## config.mk

```make
export PLATFORM = sky130hd
export DESIGN_NAME = exe_ctrl_issue
export DESIGN_NICKNAME = d
export VERILOG_FILES = /design/src/rtl/exe_ctrl_issue.sv
export SDC_FILE = /design/constraint.sdc
export NUM_CORES = 1
export LEC_CHECK = 0
export BUFFER_PORTS_ARGS = -buffer_cell sky130_fd_sc_hd__buf_2
export CAP_MARGIN = 20
export CORE_MARGIN = 1
export CORE_UTILIZATION = 44
export DETAILED_ROUTE_END_ITERATION = 10
export HOLD_SLACK_MARGIN = 0.12
export PLACE_DENSITY = 0.71
export SYNTH_ARGS = -nofsm -noshare
export SYNTH_HDL_FRONTEND = slang
export SYNTH_SLANG_ARGS = --single-unit
```

## constraint.sdc

```tcl
create_clock -name clk -period 4.44 [get_ports clk]
set_input_delay 1.332 -clock clk [delete_from_list [all_inputs] [get_ports clk]]
set_output_delay 1.332 -clock clk [all_outputs]
set_load 0.005 [all_outputs]
```

## src/rtl/exe_ctrl_issue.sv

```systemverilog
// ID-to-EXE issue stage: decodes the ID fields into ALU commands and control
// enables, registers them into EXE, holds the NZCV status register, and checks
// the condition field against flags that include a same-cycle ALU update.
module exe_ctrl_issue (
    input  logic       clk,
    input  logic       rst,
    input  logic       id_valid,
    input  logic [3:0] cond,
    input  logic [1:0] mode,
    input  logic [3:0] opcode,
    input  logic       s,
    input  logic       freeze,
    input  logic       flush,
    input  logic       alu_n,
    input  logic       alu_z,
    input  logic       alu_c,
    input  logic       alu_v,
    output logic [3:0] EXE_CMD,
    output logic       exe_valid,
    output logic       exe_s,
    output logic       wb_en,
    output logic       mem_r_en,
    output logic       mem_w_en,
    output logic       branch,
    output logic       c,
    output logic [3:0] status,
    output logic       cond_fail
);

    localparam int unsigned CMD_W  = 4;
    localparam int unsigned FLAG_W = 4;

    // ALU command encodings
    localparam logic [CMD_W-1:0] CMD_BR  = CMD_W'(0);
    localparam logic [CMD_W-1:0] CMD_MOV = CMD_W'(1);
    localparam logic [CMD_W-1:0] CMD_ADD = CMD_W'(2);
    localparam logic [CMD_W-1:0] CMD_ADC = CMD_W'(3);
    localparam logic [CMD_W-1:0] CMD_SUB = CMD_W'(4);
    localparam logic [CMD_W-1:0] CMD_SBC = CMD_W'(5);
    localparam logic [CMD_W-1:0] CMD_AND = CMD_W'(6);
    localparam logic [CMD_W-1:0] CMD_ORR = CMD_W'(7);
    localparam logic [CMD_W-1:0] CMD_EOR = CMD_W'(8);
    localparam logic [CMD_W-1:0] CMD_MVN = CMD_W'(9);

    // Instruction modes
    localparam logic [1:0] MODE_DP  = 2'b00;
    localparam logic [1:0] MODE_MEM = 2'b01;
    localparam logic [1:0] MODE_BR  = 2'b10;

    // Status register bit positions within {N,Z,C,V}
    localparam int unsigned BIT_N = 3;
    localparam int unsigned BIT_Z = 2;
    localparam int unsigned BIT_C = 1;
    localparam int unsigned BIT_V = 0;

    logic             dec_legal;
    logic [CMD_W-1:0] dec_cmd;
    logic             dec_wb;
    logic             dec_mr;
    logic             dec_mw;
    logic             dec_br;
    logic             dec_s;

    logic [FLAG_W-1:0] alu_flags;
    logic [FLAG_W-1:0] eff_flags;
    logic              flag_n;
    logic              flag_z;
    logic              flag_c;
    logic              flag_v;
    logic              cond_pass;
    logic              issue;
    logic              exe_load;
    logic              status_load;

    logic [CMD_W-1:0] nxt_cmd;
    logic             nxt_valid;
    logic             nxt_s;
    logic             nxt_wb;
    logic             nxt_mr;
    logic             nxt_mw;
    logic             nxt_br;

    assign alu_flags = {alu_n, alu_z, alu_c, alu_v};

    // Instruction field decode into command, enables and effective S bit
    always_comb begin
        dec_legal = 1'b0;
        dec_cmd   = CMD_BR;
        dec_wb    = 1'b0;
        dec_mr    = 1'b0;
        dec_mw    = 1'b0;
        dec_br    = 1'b0;
        dec_s     = 1'b0;
        case (mode)
            MODE_DP: begin
                dec_legal = 1'b1;
                dec_wb    = 1'b1;
                dec_s     = s;
                case (opcode)
                    4'b1101: dec_cmd = CMD_MOV;
                    4'b1111: dec_cmd = CMD_MVN;
                    4'b0100: dec_cmd = CMD_ADD;
                    4'b0101: dec_cmd = CMD_ADC;
                    4'b0010: dec_cmd = CMD_SUB;
                    4'b0110: dec_cmd = CMD_SBC;
                    4'b0000: dec_cmd = CMD_AND;
                    4'b1100: dec_cmd = CMD_ORR;
                    4'b0001: dec_cmd = CMD_EOR;
                    4'b1010: begin
                        // CMP: compare only, always sets flags
                        dec_cmd = CMD_SUB;
                        dec_wb  = 1'b0;
                        dec_s   = 1'b1;
                    end
                    4'b1000: begin
                        // TST: test only, always sets flags
                        dec_cmd = CMD_AND;
                        dec_wb  = 1'b0;
                        dec_s   = 1'b1;
                    end
                    default: begin
                        dec_legal = 1'b0;
                        dec_wb    = 1'b0;
                        dec_s     = 1'b0;
                    end
                endcase
            end
            MODE_MEM: begin
                if (opcode == 4'b0100) begin
                    // s selects LDR (1) or STR (0); address uses ADD
                    dec_legal = 1'b1;
                    dec_cmd   = CMD_ADD;
                    dec_mr    = s;
                    dec_mw    = ~s;
                    dec_wb    = s;
                end
            end
            MODE_BR: begin
                dec_legal = 1'b1;
                dec_br    = 1'b1;
            end
            default: begin
                dec_legal = 1'b0;
            end
        endcase
    end

    // Flags seen by the ID instruction: bypass a flag-setting op now in EXE
    assign eff_flags = (exe_valid && exe_s) ? alu_flags : status;
    assign flag_n    = eff_flags[BIT_N];
    assign flag_z    = eff_flags[BIT_Z];
    assign flag_c    = eff_flags[BIT_C];
    assign flag_v    = eff_flags[BIT_V];

    // Condition field evaluation against the effective flags
    always_comb begin
        cond_pass = 1'b0;
        case (cond)
            4'b0000: cond_pass = flag_z;
            4'b0001: cond_pass = ~flag_z;
            4'b0010: cond_pass = flag_c;
            4'b0011: cond_pass = ~flag_c;
            4'b0100: cond_pass = flag_n;
            4'b0101: cond_pass = ~flag_n;
            4'b0110: cond_pass = flag_v;
            4'b0111: cond_pass = ~flag_v;
            4'b1000: cond_pass = flag_c & ~flag_z;
            4'b1001: cond_pass = ~flag_c | flag_z;
            4'b1010: cond_pass = (flag_n == flag_v);
            4'b1011: cond_pass = (flag_n != flag_v);
            4'b1100: cond_pass = ~flag_z & (flag_n == flag_v);
            4'b1101: cond_pass = flag_z | (flag_n != flag_v);
            4'b1110: cond_pass = 1'b1;
            default: cond_pass = 1'b0;
        endcase
    end

    assign cond_fail = ~cond_pass;
    assign issue     = id_valid & dec_legal & cond_pass;

    // EXE register advances unless frozen; flush wins and injects a bubble
    assign exe_load    = flush | ~freeze;
    assign status_load = exe_valid & exe_s & (~freeze | flush);

    // Next EXE contents: decoded instruction or an all-zero bubble
    always_comb begin
        nxt_valid = 1'b0;
        nxt_cmd   = CMD_BR;
        nxt_s     = 1'b0;
        nxt_wb    = 1'b0;
        nxt_mr    = 1'b0;
        nxt_mw    = 1'b0;
        nxt_br    = 1'b0;
        if (issue && !flush) begin
            nxt_valid = 1'b1;
            nxt_cmd   = dec_cmd;
            nxt_s     = dec_s;
            nxt_wb    = dec_wb;
            nxt_mr    = dec_mr;
            nxt_mw    = dec_mw;
            nxt_br    = dec_br;
        end
    end

    // ID/EXE pipeline register
    always_ff @(posedge clk) begin
        if (rst) begin
            exe_valid <= 1'b0;
            EXE_CMD   <= CMD_BR;
            exe_s     <= 1'b0;
            wb_en     <= 1'b0;
            mem_r_en  <= 1'b0;
            mem_w_en  <= 1'b0;
            branch    <= 1'b0;
        end else if (exe_load) begin
            exe_valid <= nxt_valid;
            EXE_CMD   <= nxt_cmd;
            exe_s     <= nxt_s;
            wb_en     <= nxt_wb;
            mem_r_en  <= nxt_mr;
            mem_w_en  <= nxt_mw;
            branch    <= nxt_br;
        end
    end

    // NZCV status register; a held EXE instruction commits only when it leaves
    always_ff @(posedge clk) begin
        if (rst) begin
            status <= '0;
        end else if (status_load) begin
            status <= alu_flags;
        end
    end

    // Carry-in comes straight from the committed status, never bypassed
    assign c = status[BIT_C];

endmodule

```

==> results, run 1 <==
- The post-cts resize count is 0.
- The standby leakage power is 0.579 nW.
- The max-cap check violation count is 0.
- The TritonCTS clock tree is done.
- The fraction of final layout cells with drive strength greater than 1 is 34.0%.
- The source-to-sink clock delay at the later pin of the worst-skew pair is 0.28 ns.
- The clock buffer count from CTS is 3.
- The synthesized netlist net count is 149.
- The number of global-route vias before repair came to 876.
- After floorplanning, the core was divided into 17 placement rows.
- The maximum fanout encountered on the critical timing path is 4.
- The detailed router finished its first iteration with 32 violations.
- The total number of H-tree levels is 1.
- Setup repair after global routing left no endpoint under its margin.
- The worst ir drop on vdd is 0.000134 V.
- The initial core utilization is 47.1%.
- 36 I/O pins were placed.
- Ranked by total cell area, the synthesized netlist is headed by sky130_fd_sc_hd__dfxtp_1, sky130_fd_sc_hd__mux2i_1, sky130_fd_sc_hd__o21ai_2, sky130_fd_sc_hd__nand2_1, sky130_fd_sc_hd__xnor2_1.
- Leaving out fill and tap cells, the most frequent cells in the layout are sky130_fd_sc_hd__buf_2, sky130_fd_sc_hd__nand2_1, sky130_fd_sc_hd__dfxtp_1.
- The estimated wirelength of the detail-placed design is 1.80 mm.
- The final estimated routing congestion in global placement is 0.843.
- The sequential cell area fraction in the yosys report is 26.6%.
- The launch instance of the worst min-delay path is branch.
- The actual slew at the worst max-slew pin is 0.517 ns.
- The clock passes through at most 2 buffers.
- After detailed routing, the number of remaining DRC violations is 0.
- The first detailed-routing pass took 4 iterations.
- The endpoint of the most critical register-to-register path is mem_r_en.
- The class of the worst hold path is flop to flop.
- Measured along the y axis, the die boundary spans 50.9 um.
- The final standard cell area without fillers is 1260 um^2.
- Leaving out fill and tap cells, the most frequent cell in the layout is sky130_fd_sc_hd__buf_2.
- For this run, the number of standard cells in the final layout without fillers is 187.
- The number of antenna repair diodes is 0.
- In this run the cell area of the synthesized design comes to 1050 um^2.
- The data required time of the critical path is 3.11 ns.
- The number of vias after detailed routing is 1018.
- The count of nets left with antenna violations once routing finished came out at 0.
- The first global-routing pass estimated 3.75 mm of wire.
- The global-route usage over all layers is 19.3%.
- The cell depth of the worst hold path is 2.
- The category of the most critical setup path is input pin to output pin.
- In this run the register-to-register setup slack is 2.31 ns.
- For hold timing, the worst endpoint is branch.
- Of the post-synthesis cell area, the dominant cell type holds 26.6%.
- The number of antenna violations at the first check in global routing is 0.
- The x dimension of the die is 50.9 um.
- The worst-case reg-to-reg path depth is 7.
- At the worst endpoint, the arrival time is 2.74 ns.
- The portion of the clock cycle consumed by the worst path in the final layout is 91.7%.
- The total congestion overflow is 0.
- The power density normalized to cell area is 214 nW/um^2.
- The sink count of the clock tree is 14.
- In this run the critical register-to-register path is launched from exe_valid.
- STA classifies the critical path startpoint as an input pin.
- The fill cell instance count of the final layout is 227.
- Of all cell types, the one taking the most synthesized area is sky130_fd_sc_hd__dfxtp_1.
- For this run, the leading register cell type out of synthesis is sky130_fd_sc_hd__dfxtp_1.
- The number of max-slew violations in the final report was 0.
- The root buffer cell is sky130_fd_sc_hd__clkbuf_4.
- The number of placed instances, taps included is 183.
- After synthesis, the mean cell area works out to 8.16 um^2.
- Summed over all layers, the routed wires come to 2.28 mm.
- Synthesis inferred 14 register bits.
- For the final database, setup skew stands at 0.00498 ns.
- After synthesis, the share of flip-flops with an asynchronous set or reset is 0%.
- The count of buffers added on input and output ports is 35.
- The flow ran to the end, and the final reports show no timing, DRC or antenna violations.
- The number of cells produced by synthesis is 129.
- The count of final hold-check violations is 0.
- The timing-limited maximum frequency is 0.246 GHz.
- In this run the standard cell core region covers 2230 um^2.
- Counting flops with a built-in enable in the synthesized netlist gives 0.
- The worst setup path is captured at an output pin.
- The instance area at placement is 1220 um^2.
- Measured against its own limit, the worst slew margin works out to 65.5%.
- The number of distinct standard cells referenced by the synthesized netlist is 45.
- In the routed layout, each cell is associated on average with a via count of 5.44.
- The floorplan die area is 2590 um^2.
- The final-layout setup total negative slack is 0 ns.
- After clock tree synthesis, the clock-pin slew on the worst setup and hold paths is 0.09 ns.
- The area growth from synthesis to layout is 19.4%.
- The net count of the finished layout is 180.
- The average routed wire per standard cell is 12.2 um.
- Entering global routing, the biggest net connects 14 pins.
- The number of buffers inserted by hold repair at cts is 0.
- The total setup buffers inserted after CTS is 0.
- During synthesis, Yosys emitted a total of 0 warnings.
- The minimum period implied by the final worst setup slack is 4.07 ns.
- The total power is 0.000269 W.
- Setup violations remaining at the end of the flow were counted as 0.
## cells in the mapped netlist (2+ instances only)
cell type	n
sky130_fd_sc_hd__nand2_1	20
sky130_fd_sc_hd__dfxtp_1	14
sky130_fd_sc_hd__nor2_1	9
sky130_fd_sc_hd__o21ai_2	9
sky130_fd_sc_hd__mux2i_1	8
sky130_fd_sc_hd__a21oi_1	5
sky130_fd_sc_hd__inv_1	5
sky130_fd_sc_hd__clkbuf_1	4
sky130_fd_sc_hd__nor3_1	4
sky130_fd_sc_hd__xnor2_1	4
sky130_fd_sc_hd__buf_1	3
sky130_fd_sc_hd__nand3_1	3
sky130_fd_sc_hd__nand4_1	3
sky130_fd_sc_hd__and3_1	2
sky130_fd_sc_hd__and4b_1	2
sky130_fd_sc_hd__nand3b_1	2
sky130_fd_sc_hd__nor2b_1	2
sky130_fd_sc_hd__nor3b_1	2
sky130_fd_sc_hd__o21ai_0	2
## worst max path at each step
stage / from / to / slack [ns] / depth (start not counted)
after CTS: alu_n / cond_fail / 0.37 / 7
after detailed placement: alu_n / cond_fail / 0.38 / 7
after global routing: alu_n / cond_fail / 0.31 / 7
after floorplan: alu_n / cond_fail / 0.53 / 6
final: alu_n / cond_fail / 0.37 / 7
after global placement: alu_n / cond_fail / 0.38 / 7
## metal layers
layer	vias to the layer above	global-route usage (%)	routed length [um]
li1	524	-	-
met2	29	32.5	1120
met4	0	12.0	40
met5	-	0	0
met1	461	22.6	1020
met3	4	3.27	89
## flip-flops by register name, summed over array words and instances, names as in the netlist
signal     cells
exe_s          1
branch         1
mem_r_en       1
wb_en          1
EXE_CMD        4
exe_valid      1
status         4
mem_w_en       1
## critical path, cell delays in order
cell and delay [ns]:
sky130_fd_sc_hd__buf_2 0.12, sky130_fd_sc_hd__and3_2 0.17, sky130_fd_sc_hd__a211oi_1 0.21, sky130_fd_sc_hd__a2111o_1 0.14, sky130_fd_sc_hd__o2111ai_1 0.14, sky130_fd_sc_hd__a2111oi_2 0.44
sky130_fd_sc_hd__buf_2 0.18
## cell families (layout without fill, tap and decap cells)
family          after synthesis  after routing  share of synthesized area, %
mux                          11             11                          13.6
xor+xnor                      5              5                          4.16
fa+ha+maj                     1              1                         0.951
simple gates                 57             57                          28.5
compound gates               26             26                          19.6
buf+inv                      15             45                          6.54
flops                        14             14                          26.6
## per-stage QoR
step / hold WS, ns / worst slack, ns / util [%]
global placement: 0.433 / 0.375 / 54.6
global route: 0.481 / 0.306 / 56.2
CTS: 0.459 / 0.369 / 56.2
detailed placement: 0.437 / 0.382 / 54.6
finish: 0.454 / 0.368 / 56.2
floorplan: 0.449 / 0.533 / -
## where the power goes
group          internal (W)  switching (W)  leakage [nW]
registers          0.000126    0.000000311         0.113
clock network     0.0000499      0.0000408        0.0210
logic             0.0000214      0.0000309         0.445
total              0.000197      0.0000720         0.579
## layout make-up
class / count / area (um^2) / share of cell area, %
flip-flops and latches: 14 / 280 / 22.3
repair buffers: 36 / 183 / 14.5
inverters: 5 / 18.8 / 1.49
well taps: 28 / 35.0 / 2.79
multi-input cells: 100 / 703 / 56.0
clock buffers: 4 / 36.3 / 2.89
Power figures use the tool's default switching activity.
==> run 2: changes to the inputs <==
--- a/config.mk
+++ b/config.mk
@@ -8,10 +8,10 @@
 export BUFFER_PORTS_ARGS = -buffer_cell sky130_fd_sc_hd__buf_2
 export CAP_MARGIN = 20
 export CORE_MARGIN = 1
-export CORE_UTILIZATION = 44
+export CORE_UTILIZATION = 45
 export DETAILED_ROUTE_END_ITERATION = 10
 export HOLD_SLACK_MARGIN = 0.12
-export PLACE_DENSITY = 0.71
+export PLACE_DENSITY = 0.73
 export SYNTH_ARGS = -nofsm -noshare
 export SYNTH_HDL_FRONTEND = slang
 export SYNTH_SLANG_ARGS = --single-unit
==> results, run 2 (synthesis results as in run 1) <==
- Together, buffers and inverters on the worst path number 2.
- The first routing iteration left 34 violations.
- The most common cell type on the critical path is sky130_fd_sc_hd__buf_2.
- The signal on the critical path passes through buf_2 > and3_2 > a211oi_1 > a2111o_1 > o2111ai_1 > a2111oi_2 > buf_2.
- The number of nets in the layout is 180.
- Detailed placement finished with a half-perimeter wire length of 1.90 mm.
- The clock buffer count from CTS is 3.
- For this run, the slowest stage of the critical path takes 0.44 ns.
- The number of I/O port buffers is 35.
- 0 antenna diodes ended up in the layout.
- STA classifies the critical path startpoint as an input pin.
- Clock-pin slew was measured on the worst setup and hold paths at 0.09 ns.
- The fraction of final layout cells with drive strength greater than 1 is 34.0%.
- The maximum number of pins on one net before global-route repair is 14.
- The average routed wire per standard cell is 13.0 um.
- Dividing the detail-routed via count by the number of cells gives 5.60.
- In this run the post-CTS setup repair buffer count came out at 0.
- The clock network accounts for 33.8% of the total power.
- In this run the worst hold path is classified as flop to flop.
- Among all stages on the critical path, the largest delay is contributed by sky130_fd_sc_hd__a2111oi_2.
- VDD sags by at most 0.000116 V.
- Leaving out fill and tap cells, the most frequent cell in the layout is sky130_fd_sc_hd__buf_2.
- The end point of the critical path is cond_fail.
- The worst relative slew slack is 66.6%.
- Of the available clock period, the critical path in the final layout requires 91.1%.
- The timing-limited maximum frequency is 0.247 GHz.
- The max-cap check violation count is 0.
- The run finished, with violations left.
- The top cell types in the final layout, fill and taps aside, are sky130_fd_sc_hd__buf_2, sky130_fd_sc_hd__nand2_1, sky130_fd_sc_hd__dfxtp_1.
- The clock passes through at most 2 buffers.
- Setup repair after global routing left no endpoint under its margin.
- The largest registers in the layout are EXE_CMD (4), status (4).
- The launch point of the critical path is alu_n.
- The worst setup path is of the input pin to output pin kind.
- The number of buffers inserted by hold repair at cts is 0.
- The placement row count is 17.
- The reported net switching power is 0.0000731 W.
- After filler insertion, the fill cell instance count of the layout stands at 223.
- On the final layout, the worst clock skew is 0.0110 ns.
- The congestion estimate from routability-driven global placement came to 0.826.
- Summed over all nets, wire length on met2 after detailed routing comes to 1.18 mm.
- The TritonCTS clock tree is done.
- The source-to-sink clock delay at the later pin of the worst-skew pair is 0.29 ns.
- The number of max-slew violations in the final report is 0.
- In the final routing, the length of wire on met1 measures 1.14 mm.
- The actual slew at the worst max-slew pin is 0.501 ns.
- Global routing consumed, over all layers together, 21.5% of the routing resources.
- The number of logic stages on the critical path including buffering is 7.
- The number of vias after detailed routing is 1047.
- In this run the worst path has a maximum fanout of 4.
- The share of power burned in registers is 46.6%.
- The first global-routing pass estimated 4.17 mm of wire.
- The switching share of power is 27.1%.
- The worst-case reg-to-reg path depth is 7.
- For this run, design rule violations remaining after detail routing come to 1.
- The detailed router used layers up to and including met4.
- The final reports fail on DRC.
- The initial core utilization is 47.6%.
- The die covers 2540 um^2.
- In this run the count of I/O pins placed on the die edge is 36.
- For the worst setup path, the data required time is 3.11 ns.
- The launch instance of the worst register-to-register path is exe_valid.
- The worst setup slack before clock tree synthesis is 0.381 ns.
- The floorplan step set the die height to 50.4 um.
- For this run the aggregate overflow at the end of global routing stands at 0.
- The final setup slack of the worst path is 0.395 ns.
- STA classifies the critical path endpoint as an output pin.
- The routed design uses 69 um of met3 wire.
- The number of antenna violations at the first check in global routing is 0.
- The final-layout setup total negative slack is 0 ns.
- The internal power of the cells totals 0.000197 W.
- The count of final hold-check violations is 0.
- The total number of H-tree levels is 1.
- The minimum period implied by the final worst setup slack is 4.05 ns.
- The power density normalized to cell area is 215 nW/um^2.
- STA puts the critical path data arrival time at 2.71 ns.
- Summed over all cells, the static leakage comes to 0.579 nW.
- In this run the critical register-to-register path is captured at mem_r_en.
- Measured along the x axis, the die boundary spans 50.4 um.
- The count of nets left with antenna violations once routing finished came out at 0.
- Post-CTS repair changed the size of 0 cells.
- Per report_power, the combinational group accounts for 19.5% of the total.
- Before antenna repair, the detailed router went through 7 iterations.
- The tree built by TritonCTS fans out to 14 sinks.
- The area growth from synthesis to layout is 19.4%.
- The number of global-route vias before repair is 952.
- CTS placed an instance of sky130_fd_sc_hd__clkbuf_4 at the clock tree root.
- The standard cell core area is 2210 um^2.
- The critical path's top delay family is compound AO/OA/AOI/OAI gates.
- The instance area at placement is 1220 um^2.
- The final routed wirelength across all metal layers is 2.43 mm.
- After routing the design area is 1260 um^2.
- The final number of setup-violating endpoints is 0.
- The setup slack of the most critical reg-to-reg path is 2.36 ns.
run 2: cell counts in the layout (fill, tap and decap cells not counted):
Identical to the previous run, type by type.
run 2: worst min path at each step:
stage / from / slack, ns / end / depth (start not counted)
after floorplan: mem_r_en / 0.45 / mem_r_en / 2
after global placement: EXE_CMD[0] / 0.43 / EXE_CMD[0] / 2
after detailed placement: branch / 0.44 / branch / 2
after CTS: branch / 0.46 / branch / 2
after global routing: wb_en / 0.49 / wb_en / 2
final: branch / 0.46 / branch / 2
run 2: routing by layer:
metal,track usage (%),vias up
met4,9.72,0
met1,26.9,483
met3,1.82,5
li1,-,531
met5,0,-
met2,37.1,28
run 2: worst reg2reg max path, delay by kind of cell, from the launching register on:
family,cells,cell delay [ns]
compound gates,4,0.86
flops,1,0.42
mux,1,0.29
buf+inv,1,0.28
simple gates,1,0.13
run 2: power groups by stage:
stage	logic, W	registers, W	clock network [W]
floorplan	0.0000347	0.000129	0
global placement	0.0000505	0.000129	0
detailed placement	0.0000522	0.000129	0
CTS	0.0000524	0.000126	0.0000917
global route	0.0000583	0.000126	0.0000975
finish	0.0000527	0.000126	0.0000914
run 2: area by class of cell:
cell class,instances,area (um^2),area share (%)
clock buffer,4,36.3,2.89
inverter,5,18.8,1.49
multi-input combinational,100,703,56.0
sequential,14,280,22.3
tap,28,35.0,2.79
timing repair buffer,36,183,14.5
run 2: stage by stage:
step	cells	utilization [%]	total power (W)	hold WS [ns]
CTS	187	56.8	0.000270	0.463
floorplan	129	-	0.000164	0.449
finish	187	56.8	0.000270	0.460
global route	187	56.8	0.000282	0.492
global placement	183	55.1	0.000179	0.435
detailed placement	183	55.1	0.000181	0.443
==> run 3: changes to the inputs <==
--- a/config.mk
+++ b/config.mk
@@ -12,6 +12,7 @@
 export DETAILED_ROUTE_END_ITERATION = 10
 export HOLD_SLACK_MARGIN = 0.12
 export PLACE_DENSITY = 0.73
+export REMOVE_ABC_BUFFERS = 1
 export SYNTH_ARGS = -nofsm -noshare
 export SYNTH_HDL_FRONTEND = slang
 export SYNTH_SLANG_ARGS = --single-unit
==> results, run 3 (synthesis results as in run 1) <==
- Of the total power, the share spent switching nets is 26.8%.
- Measured against its own limit, the worst slew margin works out to 65.8%.
- The number of antenna violations at the first check in global routing is 0.
- The arrival time reported for the critical path endpoint is 2.70 ns.
- In this run, the number of DRC markers left after iteration 0 of detailed routing was 17.
- The root buffer cell chosen for the clock tree is sky130_fd_sc_hd__clkbuf_4.
- The class of the worst hold path is flop to flop.
- After layout, the worst path uses 90.8% of the clock period.
- The worst path needs 4.03 ns of the cycle, external delays included.
- The endpoint class of the critical path is an output pin.
- The number of max-slew violations in the final report is 0.
- The overall die height is 50.4 um.
- The final standard cell area without fillers is 1270 um^2.
- Setup repair after global routing left no endpoint under its margin.
- The number of vias after detailed routing is 981.
- The filler cells instantiated in the layout total 222.
- The combined area of the multi-input logic cells is 716 um^2.
- The fraction of final layout cells with drive strength greater than 1 is 34.0%.
- The sequential cell area is 280 um^2.
- The residual antenna-violating net count after detailed routing is 0.
- At the pin with the least slew margin, the transition time is 0.513 ns.
- The average routed wire per standard cell is 12.4 um.
- For this design the total switching power over the nets is 0.0000724 W.
- The TritonCTS clock tree is done.
- At the worst endpoint, the required time is 3.11 ns.
- Clock-pin slew was measured on the worst setup and hold paths at 0.08 ns.
- The number of global-route vias before repair is 910.
- The placement row count is 17.
- The total congestion overflow is 0.
- The post-cts resize count is 0.
- The floorplan step defined a die boundary enclosing 2540 um^2.
- The top cell types in the final layout, fill and taps aside, are sky130_fd_sc_hd__buf_2, sky130_fd_sc_hd__nand2_1, sky130_fd_sc_hd__dfxtp_1.
- The source-to-sink clock delay at the later pin of the worst-skew pair is 0.28 ns.
- The maximum number of buffers from clock root to sink is 2.
- The number of nets in the layout is 180.
- The total number of H-tree levels is 1.
- The standby leakage power is 0.581 nW.
- The setup slack of the most critical reg-to-reg path is 2.32 ns.
- The proportion of power drawn by the clock network is 33.4%.
- The placed instances occupy a cell area of 1230 um^2.
- The x dimension of the die is 50.4 um.
- The standard cell core area is 2210 um^2.
- The congestion estimate from routability-driven global placement came to 0.746.
- Derived from the worst setup path, the maximum achievable clock frequency is 0.248 GHz.
- Clock tree synthesis inserted a total of 3 buffers.
- The category of the most critical setup path is input pin to output pin.
- The flow ran to the end, and the final reports show no timing, DRC or antenna violations.
- The total setup buffers inserted after CTS is 0.
- The internal cell power is 0.000198 W.
- In this run, post-CTS hold repair placed 0 buffers.
- The global-route wire length before repair is 3.93 mm.
- Sequential cells account for 46.6% of the total power.
- The initial utilization of the core area, before any placement, comes to 47.6%.
- The critical path launch point type is an input pin.
- The count of final hold-check violations is 0.
- Input and output buffers added on the ports amount to 35.
- The power density normalized to cell area is 213 nW/um^2.
- The number of detailed-route iterations in the first pass is 4.
- The power share of the combinational group is 20.0%.
- Entering global routing, the biggest net connects 14 pins.
- The number of antenna repair diodes is 0.
- 36 I/O pins were placed.
- After detailed routing, the total wire length is 2.32 mm.
- The synthesis-to-finish area growth is 20.6%.
- The sink count of the clock tree is 14.
- The estimated wirelength of the detail-placed design is 1.78 mm.
- The commonest non-fill, non-tap cell in the layout is sky130_fd_sc_hd__buf_2.
- The post-route clock skew is 0.00254 ns.
- The final number of setup-violating endpoints is 0.
- The final-layout setup total negative slack is 0 ns.
- The worst ir drop on vdd is 0.000128 V.
- The global-route usage over all layers is 19.9%.
- Of all nets on the critical path, the largest fanout is 4.
- In the routed design, unresolved DRC markers number 0.
- Dividing the detail-routed via count by the number of cells gives 5.25.
- In the final layout, the registers with the most flip-flops are EXE_CMD (4), status (4).
- The max-cap check violation count is 0.
==> run 3: cell types whose count changed in the layout (fill, tap and decap cells not counted) <==
| cell | change |
|---|---|
| sky130_fd_sc_hd__a2111oi_2 | -1 |
| sky130_fd_sc_hd__a2111oi_4 | +1 |
==> run 3: final timing paths <==
path | to | from | depth (start not counted)
worst max register to register | mem_r_en | exe_valid | 7
worst max-delay path | cond_fail | alu_n | 7
worst min register to register | EXE_CMD[2] | EXE_CMD[2] | 2
worst min-delay path | EXE_CMD[2] | EXE_CMD[2] | 2
==> run 3: through the flow <==
step                utilization, %  power [W]  instances  setup WS [ns]  hold slack [ns]
floorplan                        -   0.000155        119        -0.0276            0.449
global placement              55.7   0.000181        183          0.387            0.434
detailed placement            55.7   0.000183        183          0.385            0.442
CTS                           57.4   0.000273        187          0.385            0.460
global route                  57.4   0.000285        187          0.278            0.489
finish                        57.4   0.000270        187          0.409            0.454
==> run 3: power by group through the flow <==
stage / combinational, W / clock [W] / sequential (W)
2_1_floorplan: 0.0000259 / 0 / 0.000129
3_3_place_gp: 0.0000522 / 0 / 0.000129
3_5_place_dp: 0.0000538 / 0 / 0.000129
4_1_cts: 0.0000541 / 0.0000924 / 0.000126
5_1_grt: 0.0000597 / 0.0000994 / 0.000126
6_report: 0.0000542 / 0.0000902 / 0.000126
==> run 3: layout make-up <==
class / count / share of cell area (%)
multi-input cells: 100 / 56.4
flip-flops and latches: 14 / 22.1
repair buffers: 36 / 14.4
clock buffers: 4 / 2.86
well taps: 28 / 2.76
inverters: 5 / 1.48
==> run 3: worst max-delay path: stages <==
cell and delay [ns]:
sky130_fd_sc_hd__buf_2 0.12, sky130_fd_sc_hd__and3_2 0.17, sky130_fd_sc_hd__a211oi_1 0.20, sky130_fd_sc_hd__a2111o_1 0.14, sky130_fd_sc_hd__o2111ai_1 0.17, sky130_fd_sc_hd__a2111oi_4 0.40
sky130_fd_sc_hd__buf_2 0.17
==> run 3: routing by layer <==
metal / track usage, % / part of all wire, %
met5: 0 / 0
met3: 1.82 / 1.7
met1: 23.8 / 48
met2: 36.0 / 49
met4: 8.33 / 1.5
